[src/rtl/riscv_mem_pkg.sv]
// riscv_mem_pkg: shared access-state encoding and constants for the memory port arbiter.
package riscv_mem_pkg;
    typedef enum logic [1:0] {IDLE, I_RD, D_RD, D_WR} mem_state_e;
    localparam logic [31:0] OOB_DATA_DEF = 32'hDEADBEEF;
    localparam logic [3:0]  WEN_NONE     = 4'b0000;
    localparam logic [3:0]  WEN_WORD     = 4'b1111;
endpackage

[src/rtl/mem_arb_prio.sv]
// mem_arb_prio: data-first grant selection that yields to a starved instruction fetch.
module mem_arb_prio #(
    parameter int DATA_BURST_MAX = 4,
    parameter int CW             = $clog2(DATA_BURST_MAX + 1)
) (
    input  logic          i_req,
    input  logic          d_req,
    input  logic [CW-1:0] starve_cnt,
    output logic          i_gnt,
    output logic          d_gnt
);
    always_comb begin
        i_gnt = i_req && (!d_req || starve_cnt == CW'(DATA_BURST_MAX));
        d_gnt = d_req && !i_gnt;
    end
endmodule

[src/rtl/mem_port_arbiter.sv]
// mem_port_arbiter: shares one single-cycle memory between instruction and data ports.
module mem_port_arbiter
    import riscv_mem_pkg::*;
#(
    parameter int          MEM_BYTES      = 4096,
    parameter int          DATA_BURST_MAX = 4,
    parameter logic [31:0] OOB_DATA       = OOB_DATA_DEF
) (
    input  logic        clk,
    input  logic        rst_n,
    input  logic        i_req,
    input  logic [31:0] i_addr,
    output logic        i_gnt,
    output logic        i_rvalid,
    output logic [31:0] i_rdata,
    input  logic        d_req,
    input  logic [31:0] d_addr,
    input  logic [3:0]  d_wen,
    input  logic [31:0] d_wdata,
    output logic        d_gnt,
    output logic        d_rvalid,
    output logic [31:0] d_rdata,
    output logic        m_en,
    output logic [31:0] m_addr,
    output logic [3:0]  m_wen,
    output logic [31:0] m_wdata,
    input  logic [31:0] m_rdata
);
    localparam int          CW        = $clog2(DATA_BURST_MAX + 1);
    localparam logic [CW-1:0] CNT_MAX = CW'(DATA_BURST_MAX);
    localparam logic [31:0] MEM_LIMIT = 32'(MEM_BYTES);

    mem_state_e    state_q, state_d;
    logic [CW-1:0] cnt_q, cnt_d;
    logic          oob_q, oob_d;
    logic [31:0]   m_addr_q, m_addr_d;
    logic [31:0]   m_wdata_q, m_wdata_d;
    logic          i_win, d_win, in_range;
    logic [31:0]   acc_addr, rd_word;

    mem_arb_prio #(.DATA_BURST_MAX(DATA_BURST_MAX), .CW(CW)) u_prio (
        .i_req      (i_req),
        .d_req      (d_req),
        .starve_cnt (cnt_q),
        .i_gnt      (i_win),
        .d_gnt      (d_win)
    );

    // Grants are masked while in reset so nothing reaches the memory or the state.
    always_comb begin
        i_gnt     = i_win && rst_n;
        d_gnt     = d_win && rst_n;
        acc_addr  = d_gnt ? d_addr : i_addr;
        in_range  = acc_addr < MEM_LIMIT;
        m_addr_d  = (i_gnt || d_gnt) ? acc_addr : m_addr_q;
        m_wdata_d = d_gnt ? d_wdata : m_wdata_q;
        m_addr    = m_addr_d;
        m_wdata   = m_wdata_d;
        m_en      = (i_gnt || d_gnt) && in_range;
        m_wen     = (d_gnt && in_range) ? d_wen : WEN_NONE;
        oob_d     = !in_range;
        state_d   = i_gnt ? I_RD : !d_gnt ? IDLE : (d_wen == WEN_NONE) ? D_RD : D_WR;
        cnt_d     = (!i_req || i_gnt) ? '0 :
                    (d_gnt && cnt_q != CNT_MAX) ? cnt_q + 1'b1 : cnt_q;
        i_rvalid  = state_q == I_RD;
        d_rvalid  = state_q == D_RD;
        rd_word   = oob_q ? OOB_DATA : m_rdata;
        i_rdata   = i_rvalid ? rd_word : '0;
        d_rdata   = d_rvalid ? rd_word : '0;
    end

    always_ff @(posedge clk or negedge rst_n) begin
        if (!rst_n) begin
            state_q   <= IDLE;
            cnt_q     <= '0;
            oob_q     <= 1'b0;
            m_addr_q  <= '0;
            m_wdata_q <= '0;
        end else begin
            state_q   <= state_d;
            cnt_q     <= cnt_d;
            oob_q     <= oob_d;
            m_addr_q  <= m_addr_d;
            m_wdata_q <= m_wdata_d;
        end
    end
endmodule

[config.mk]
export PLATFORM = sky130hd
export DESIGN_NAME = mem_port_arbiter
export DESIGN_NICKNAME = d
export VERILOG_FILES = /design/src/rtl/riscv_mem_pkg.sv /design/src/rtl/mem_arb_prio.sv /design/src/rtl/mem_port_arbiter.sv
export SDC_FILE = /design/constraint.sdc
export NUM_CORES = 1
export LEC_CHECK = 0
export BUFFER_PORTS_ARGS = -buffer_cell sky130_fd_sc_hd__buf_2
export CORE_AREA = 2 2 105 107
export CTS_CLUSTER_DIAMETER = 40
export DETAILED_ROUTE_END_ITERATION = 16
export DIE_AREA = 0 0 107 109
export GPL_TIMING_DRIVEN = 0
export HOLD_SLACK_MARGIN = 0.1
export PLACE_DENSITY = 0.81
export SLEW_MARGIN = 10
export SYNTH_ARGS = -nofsm -noshare
export SYNTH_HDL_FRONTEND = slang
export SYNTH_HIERARCHICAL = 1
export SYNTH_SLANG_ARGS = --single-unit
[constraint.sdc]
create_clock -name clk -period 4.7 [get_ports clk]
set_clock_uncertainty 0.15 [all_clocks]
set_input_delay 0.94 -clock clk [delete_from_list [all_inputs] [get_ports clk]]
set_output_delay 0.94 -clock clk [all_outputs]
set_load 0.1 [all_outputs]
==> results of run 1 <==
## metrics by stage
step	setup WS, ps	cell area [um^2]	cells	setup TNS, ps
after CTS	584	5330	872	0
after global placement	-233	5140	855	-8800
after global routing	389	5330	872	0
final	676	5340	874	0
after floorplan	-134	3600	443	-536
after detailed placement	599	5170	856	0
## tightest hold or removal path, cell delays in order, from the launching register on
cell,delay (ps)
dfrtp_1,320
nand2_1,50
nand2_1,70
## power by group
part	internal, uW	switching [uW]	total, uW
sequential	676	20.1	696
clock	190	228	418
combinational	174	958	1130
## state kept, by name, summed over array words and instances, names as in the netlist
| signal | count |
|---|---|
| oob_q | 1 |
| m_addr_q | 32 |
| cnt_q | 3 |
| state_q | 2 |
| m_wdata_q | 32 |
## cell type report
class / count / area [um^2] / area share [%]
Sequential cell: 70 / 1750 / 32.8
Multi-Input combinational cell: 333 / 1650 / 30.9
Timing Repair Buffer: 273 / 1390 / 26.1
Tap cell: 140 / 175 / 3.28
Buffer: 29 / 159 / 2.98
Clock buffer: 10 / 128 / 2.39
Inverter: 11 / 41.3 / 0.773
Clock inverter: 6 / 38.8 / 0.727
Antenna cell: 2 / 5.00 / 0.0937
## cell usage in the layout (no fill, tap or decap), types with 4 or more instances in the layout
cell / n
nor4_1: 7
clkbuf_1: 7
nor3_1: 5
o21ai_1: 28
mux2i_1: 32
clkbuf_8: 9
nor4_2: 4
inv_1: 10
a21oi_1: 4
nor2_1: 89
nand2b_1: 10
nand2_1: 133
buf_2: 287
o21ai_0: 7
dfrtp_1: 70
## logic make-up (layout without fill, tap and decap cells)
kind of cell | Yosys count | count (layout) | share of synthesized area (%)
mux | 32 | 32 | 8.91
other cells | 0 | 2 | 0
compound gates | 42 | 42 | 6.06
buf+inv | 40 | 329 | 5.57
fa+ha+maj | 2 | 2 | 0.696
simple gates | 257 | 257 | 30.0
flops | 70 | 70 | 48.7
## per-layer routing
| layer | GRT usage (%) | wire length (um) | vias up |
|---|---|---|---|
| li1 | - | - | 1999 |
| met1 | 22.0 | 4570 | 1885 |
| met2 | 39.8 | 6710 | 189 |
| met3 | 6.87 | 1090 | 22 |
| met4 | 8.53 | 264 | 2 |
| met5 | 0 | 11 | - |
## final timing paths
path | slack (ps) | depth (start not counted) | end | start
worst max-delay path | 680 | 9 | m_addr[26] | rst_n
min in group asynchronous | 340 | 1 | m_wdata_q[27] | rst_n
worst min-delay path | 320 | 2 | m_wdata_q[21] | m_wdata_q[21]
worst max register to register | 2630 | 7 | m_addr_q[26] | cnt_q[1]
worst min register to register | 320 | 2 | m_wdata_q[21] | m_wdata_q[21]
max in group asynchronous | 3510 | 2 | m_wdata_q[1] | rst_n
==> results.toml, run 1 <==
[cts]
clockBufferDepth = 2
hold_buffers = 0
post_cts_resized = 0
cts_made_buffers = 9
post_cts_buffers = 0
cts_tree = "yes"
root_buffer = "clkbuf_8"
clk_pin_slew_worst_paths_ps = 70
h-tree-depth = 3
clock-sinks = 70
insertion_delay_ps = 330

[power_and_ir_drop]
p_leak_uw = 0.00322
ir_drop_mv = 0.288
power_density_mw_per_mm2 = 421
power_uw = 2250

[floorplanning]
num_rows = 38
coreArea_mm2 = 0.0106
start_util_pct = 33.9
dieHeight_um = 109
num_io_pins = 273
die_x_um = 107
die_area_mm2 = 0.0117

[route]
drt_first_pass_iters = 4
drc_errors = 0
via_count = 4097
viasPerCell = 4.69
first_iter_violations = 268
wl_per_cell_um = 14.5
ant_nets = 0
wl_mm = 12.7

[timing]
final.period_utilization_pct = 85.6
period_minus_slack_ps = 4020
max_slew.worst_pin.slew_ps = 522
slew_headroom_pct = 65.4
hold_ws_ps = 321
finalMaxSlewViolations = 0
hold_viol_final = 0
fmax_ghz = 0.249
rsz0062_at_grt = "false"
setup_viol = 0

[placed_design]
gp_congestion = 0.821
io_buffers = 272
place_hpwl_mm = 10.2

[critical_path]
crit_family = "buffers and inverters"
cp_max_fo = 50
cp_num_buf_inv = 6
path_cells = "buf_4 > buf_16 > nand2_1 > inv_2 > buf_4 > buf_2 > nand2_1 > o21ai_0 > buf_2"
crit_type = "input pin to output port"
crit_arrival_ps = 2930
critPathRequiredTime_ps = 3610
crit_path_start_kind = "input pin"
cp-end-kind = "output port"
crit_path_max_incr_delay_ps = 490
cpMaxStageDelayCell = "buf_2"

[synthesis]
synth_ff_type = "dfrtp_1"
ys_seq_area_share_pct = 48.7
synth_area_mm2 = 0.00359
netlist.area_leader.share_pct = 48.7
avgSynthCellArea_um2 = 8.11
postSynthCellCount = 443
synth.distinct_cells = 28
ys_ff_latch = 70
async_flop_share_pct = 100
synth_area_leaders = "dfrtp_1 49%, nand2_1 14%, nor2_1 9.3%"
synth_enable_flop_cells = 0
yosysTopAreaCell = "dfrtp_1"
synthTopCellsByCount = "133 x nand2_1, 89 x nor2_1, 70 x dfrtp_1"
synth_nets = 581
synth_most_common_cell = "nand2_1"
synth_warnings = 6

[grt]
antenna_found_initial = 2
grt.total_usage_pct = 21.3
overflow = 0
first_global_vias = 3854
grt_pass1_wl_mm = 18.9
grt_max_degree = 51

[cells_and_area]
fill_cells = 1089
nNetsFinal = 865
drive_gt1_share_pct = 43.3
final_util_pct = 50.4
syn2layout_area_growth_pct = 48.5

[run_status]
run_status = "finished clean"

[min_path]
hp-class = "flop to flop"

[run]
maxCapViolations = 0
Note: power is estimated with default switching activity, not from simulation.
==> run 2: changes to the inputs <==
--- a/config.mk
+++ b/config.mk
@@ -5,14 +5,15 @@
 export SDC_FILE = /design/constraint.sdc
 export NUM_CORES = 1
 export LEC_CHECK = 0
+export ABC_AREA = 1
 export BUFFER_PORTS_ARGS = -buffer_cell sky130_fd_sc_hd__buf_2
-export CORE_AREA = 2 2 105 107
+export CORE_AREA = 2 2 107 109
 export CTS_CLUSTER_DIAMETER = 40
 export DETAILED_ROUTE_END_ITERATION = 16
-export DIE_AREA = 0 0 107 109
+export DIE_AREA = 0 0 109 111
 export GPL_TIMING_DRIVEN = 0
 export HOLD_SLACK_MARGIN = 0.1
-export PLACE_DENSITY = 0.81
+export PLACE_DENSITY = 0.8
 export SLEW_MARGIN = 10
 export SYNTH_ARGS = -nofsm -noshare
 export SYNTH_HDL_FRONTEND = slang
==> run 2 against run 1 <==
Net effect:
- critical path depth grew 1
- critical endpoint is now m_addr[25]
- synthesized cell count grew 17%
- wire length is 8.3% higher
- register-to-register slack lost 180 ps
==> results.toml, run 2 <==
[run_status]
run_status = "finished clean"

[synthesis]
ys_ff_latch = 70
synth_nets = 656
yosysTopAreaCell = "dfrtp_1"
synth_most_common_cell = "nand2_1"
async_flop_share_pct = 100
synthTopCellsByCount = "172 x nand2_1, 70 x dfrtp_1, 61 x a21oi_1, 61 x inv_1, 41 x nor2_1"
synth_enable_flop_cells = 0
synth_area_leaders = "dfrtp_1 47%, nand2_1 17%, a21oi_1 8.3%"
postSynthCellCount = 518
synth_area_mm2 = 0.00369
avgSynthCellArea_um2 = 7.13
synth_warnings = 6
netlist.area_leader.share_pct = 47.4
ys_seq_area_share_pct = 47.4
synth_ff_type = "dfrtp_1"
synth.distinct_cells = 23

[cts]
hold_buffers = 0
post_cts_resized = 0
clk_pin_slew_worst_paths_ps = 60
clock-sinks = 70
root_buffer = "clkbuf_16"
h-tree-depth = 3
cts_made_buffers = 9
post_cts_buffers = 0
insertion_delay_ps = 330
cts_tree = "yes"
clockBufferDepth = 2

[critical_path]
crit_arrival_ps = 3090
crit_path_start_kind = "input pin"
crit_type = "input pin to output port"
cpMaxStageDelayCell = "buf_2"
cp_max_fo = 10
r2r_setup_slack_ps = 2450
cp_num_buf_inv = 5
endpoint = "m_addr[25]"
r2r-start = "cnt_q[2]"
crit_path_max_incr_delay_ps = 490
cp-end-kind = "output port"
startpoint = "i_req"
rr_endpoint = "m_addr_q[25]"
critPathRequiredTime_ps = 3610
path_cells = "buf_2 > a31oi_1 > nand2_2 > inv_2 > nor2_1 > inv_1 > buf_2 > nor2_1 > a31oi_1 > buf_2"
crit_family = "buffers and inverters"
cp.depth = 10
critPathMostFrequentCell = "buf_2"
rr_worst_depth = 8

[route]
ant_nets = 0
first_iter_violations = 204
viasPerCell = 4.58
drc_errors = 0
wl_mm = 13.7
drt_first_pass_iters = 4
wl_per_cell_um = 14.4
via_count = 4367

[floorplanning]
num_io_pins = 273
coreArea_mm2 = 0.0111
num_rows = 39
die_area_mm2 = 0.0121
dieHeight_um = 111
start_util_pct = 33.4
die_x_um = 109

[power_and_ir_drop]
p_leak_uw = 0.00341
power_frac_seq_pct = 26.3
power_uw = 2670
p_clk_share_pct = 28.2
ir_drop_mv = 0.356
p_switching_uw = 1300
switching_share_pct = 48.9
internal_power_uw = 1360
pwr-share-comb_pct = 45.5
power_density_mw_per_mm2 = 467

[cells_and_area]
mostFrequentLayoutCells = "282 x buf_2, 172 x nand2_1, 70 x dfrtp_1"
drive_gt1_share_pct = 41.8
fill_cells = 1069
top_regs = "m_addr_q (32), m_wdata_q (32), cnt_q (3)"
final_common_cell = "buf_2"
syn2layout_area_growth_pct = 54.6
final_util_pct = 51.6
nNetsFinal = 940

[grt]
grt_max_degree = 53
antenna_found_initial = 3
overflow = 0
grt.total_usage_pct = 23.0
first_global_vias = 4367
grt_pass1_wl_mm = 21.2

[timing]
hold_viol_final = 0
slew_headroom_pct = 56.2
setup_viol = 0
fmax_ghz = 0.239
period_minus_slack_ps = 4180
rsz0062_at_grt = "false"
max_slew.worst_pin.slew_ps = 657
final.period_utilization_pct = 89.0
finalMaxSlewViolations = 0

[placed_design]
gp_congestion = 0.871
place_hpwl_mm = 11.0
io_buffers = 272

[run]
maxCapViolations = 0

[min_path]
hp-class = "flop to flop"
-- run 2: power groups by stage --
stage	logic, uW	clock network, uW	registers, uW
4_1_cts	1220	763	702
5_1_grt	1260	800	711
3_5_place_dp	1210	0	712
2_1_floorplan	991	0	709
6_report	1210	750	702
3_3_place_gp	1210	0	709
-- run 2: cell families (layout without fill, tap and decap cells) --
kind of cell	Yosys count	count (layout)	share of synthesized area (%)
DFF	70	70	47.4
other	0	3	0
xor gates and xnor gates	1	1	0.237
and+or+nand+nor	251	251	27.1
AOI/OAI and AO/OA	99	99	14.2
adders and majority gates	2	2	0.677
buffers and inverters	95	384	10.4
-- run 2: worst min path at each step --
| stage | from | slack [ps] | depth (start not counted) | end |
|---|---|---|---|---|
| 3_5_place_dp | m_wdata_q[11] | 310 | 2 | m_wdata_q[11] |
| 5_1_grt | m_wdata_q[0] | 340 | 2 | m_wdata_q[0] |
| 6_report | m_addr_q[7] | 320 | 2 | m_addr_q[7] |
| 3_3_place_gp | m_addr_q[5] | 300 | 2 | m_addr_q[5] |
| 4_1_cts | m_addr_q[4] | 320 | 2 | m_addr_q[4] |
| 2_1_floorplan | cnt_q[2] | 400 | 2 | cnt_q[2] |
-- run 2: worst reg2reg max path: stages, from the launching register on --
cell     delay [ps]
dfrtp_1         420
a31oi_1         360
nand2_2         180
inv_2           190
nor2_1          120
inv_1           160
buf_2           260
nor2_1           70
a31oi_1         230
-- run 2: layout make-up --
| cell class | instances | area, um^2 | share of cell area [%] |
|---|---|---|---|
| flip-flops and latches | 70 | 1750 | 30.7 |
| diodes | 3 | 7.51 | 0.131 |
| multi-input cells | 353 | 1660 | 29.1 |
| repair buffers | 273 | 1390 | 24.4 |
| clock buffers | 12 | 256 | 4.49 |
| clock inverters | 4 | 77.6 | 1.36 |
| inverters | 62 | 233 | 4.07 |
| well taps | 143 | 179 | 3.13 |
| plain buffers | 33 | 153 | 2.67 |
-- run 2: routing by layer --
layer / share of wire (%) / vias up / wire, um / global-route usage (%)
li1: - / 2197 / - / -
met1: 36 / 1942 / 4900 / 22.9
met2: 52 / 206 / 7170 / 43.4
met3: 9.5 / 20 / 1310 / 7.23
met4: 2.3 / 2 / 314 / 8.29
met5: 0.095 / - / 13 / 0
-- run 2: metrics by stage --
step | area [um^2] | cells | hold slack [ps] | setup WS (ps) | setup TNS [ps]
after floorplan | 3800 | 518 | 397 | -631 | -5200
after global placement | 5340 | 933 | 303 | -501 | -23910
after detailed placement | 5370 | 934 | 307 | 467 | 0
after CTS | 5700 | 950 | 322 | 457 | 0
after global routing | 5710 | 951 | 340 | 300 | 0
final | 5710 | 953 | 318 | 518 | 0
==> run 3: changes to the inputs <==
--- a/config.mk
+++ b/config.mk
@@ -14,6 +14,7 @@
 export GPL_TIMING_DRIVEN = 0
 export HOLD_SLACK_MARGIN = 0.1
 export PLACE_DENSITY = 0.8
+export REMOVE_ABC_BUFFERS = 1
 export SLEW_MARGIN = 10
 export SYNTH_ARGS = -nofsm -noshare
 export SYNTH_HDL_FRONTEND = slang
==> run 3 against run 2 <==
Net effect:
- critical path depth grew 2
- hold slack barely moved
- cell area is 2.8% lower
- count of clock-buffer cells in the layout is 2 lower
- maximum frequency down 6.4%
- sequential cell count unchanged
- setup slack got worse by 280 ps
- global-route usage decreased by 3.4 points
- first-iteration DRC count is 38% higher
- sequential power is essentially flat
==> results.toml, run 3 (synthesized netlist as in run 2, its figures left out) <==
[run_status]
run_status = "finished clean"

[cells_and_area]
final_common_cell = "buf_2"
top_regs = "m_addr_q (32), m_wdata_q (32), cnt_q (3)"
mostFrequentLayoutCells = "258 x buf_2, 172 x nand2_1, 70 x dfrtp_1"
register_area_mm2 = 0.00175
drive_gt1_share_pct = 39.2
fill_cells = 1094
multi_input_area_mm2 = 0.00161
syn2layout_area_growth_pct = 50.3
design_area_mm2 = 0.00555
nNetsFinal = 914
fin_cells = 924
final_util_pct = 50.1
diodes = 0

[placed_design]
io_buffers = 272
placedInstanceArea_mm2 = 0.00515
dp.cells = 903
place_hpwl_mm = 9.25
gp_congestion = 0.810

[timing]
max_slew.worst_pin.slew_ps = 1240
setup_tns_ps = 0
setup_viol = 0
period_minus_slack_ps = 4470
fmax_ghz = 0.224
slew_headroom_pct = 17.2
rsz0062_at_grt = "false"
final.period_utilization_pct = 95.0
hold_viol_final = 0
finalMaxSlewViolations = 0

[cts]
cts_tree = "yes"
clk_pin_slew_worst_paths_ps = 60
insertion_delay_ps = 320
clockBufferDepth = 2
clock-sinks = 70
h-tree-depth = 3
hold_buffers = 0
cts_made_buffers = 9
root_buffer = "clkbuf_16"

[route]
ant_nets = 0
via_count = 4321
wl_per_cell_um = 13.3
first_iter_violations = 281
drt_first_pass_iters = 4
wl_mm = 12.3
drc_errors = 0
viasPerCell = 4.68

[grt]
overflow = 0
first_global_vias = 4045
grt.total_usage_pct = 19.5
grt_pass1_wl_mm = 18.7
grt_max_degree = 69
antenna_found_initial = 0

[critical_path]
critPathRequiredTime_ps = 3610
cp-end-kind = "output port"
crit_type = "input pin to output port"
crit_path_start_kind = "input pin"
crit_arrival_ps = 3380
cp_max_fo = 60

[power_and_ir_drop]
pwr-share-comb_pct = 47.6
p_switching_uw = 1300
switching_share_pct = 51.4
p_leak_uw = 0.00334
p_clk_share_pct = 24.6
internal_power_uw = 1230
power_frac_seq_pct = 27.7
ir_drop_mv = 0.250
power_density_mw_per_mm2 = 456

[floorplanning]
num_io_pins = 273
die_x_um = 109
die_area_mm2 = 0.0121
coreArea_mm2 = 0.0111
start_util_pct = 33.4
dieHeight_um = 111
num_rows = 39

[run]
maxCapViolations = 0

[min_path]
hp-class = "flop to flop"
-- run 3: cell type report --
type	instances	share of cell area, %
sequential	70	31.5
clock inverter	6	0.834
multi-input combinational	354	28.9
timing repair inverter	1	0.135
timing repair buffer	278	26.7
inverter	62	4.48
clock buffer	10	4.12
tap	143	3.22
-- run 3: worst paths after layout --
kind                          startpoint       endpoint  slack, ps  cells past startpoint
max                                rst_n       m_wen[3]        230                     12
max in group asynchronous          rst_n   m_wdata_q[6]       3410                      2
min                        m_wdata_q[17]  m_wdata_q[17]        320                      2
max reg2reg                     cnt_q[1]   m_addr_q[26]       2120                      9
min reg2reg                m_wdata_q[17]  m_wdata_q[17]        320                      2
min in group asynchronous          rst_n   m_addr_q[11]        370                      1
-- run 3: per-layer routing --
layer | share of wire, % | track usage (%) | up-vias
met3 | 9.7 | 6.29 | 14
met5 | 0 | 0 | -
li1 | - | - | 2149
met1 | 39 | 20.9 | 1949
met4 | 1.4 | 5.98 | 0
met2 | 50 | 35.7 | 209
-- run 3: power groups by stage --
stage	Sequential, uW	Clock [uW]	Combinational, uW
detailed placement	714	0	1190
floorplan	710	0	966
global placement	709	0	1170
finish	703	624	1210
CTS	703	641	1200
global route	711	673	1260
-- run 3: timing repair --
item	CTS	global route
pin swaps	0	2
cloned	1	1
resized for setup	16	7
endpoints found under the setup margin	70	23
setup buffers	0	3
-- run 3: metrics by stage --
step	setup slack, ps	total power [uW]	hold WS [ps]
2_1_floorplan	-2540	1680	397
3_5_place_dp	-1640	1900	306
6_report	234	2530	318
4_1_cts	4.80	2540	322
3_3_place_gp	-3660	1880	303
5_1_grt	11.5	2640	350
-- run 3: worst max-delay path: stages --
cell	delay, ps
buf_4	230
buf_16	250
nand2_8	280
clkinv_8	250
nand2_1	150
nand2_1	60
nor2_1	130
nand2_1	60
nor2_1	190
nand3_2	130
nor2_1	120
buf_2	450
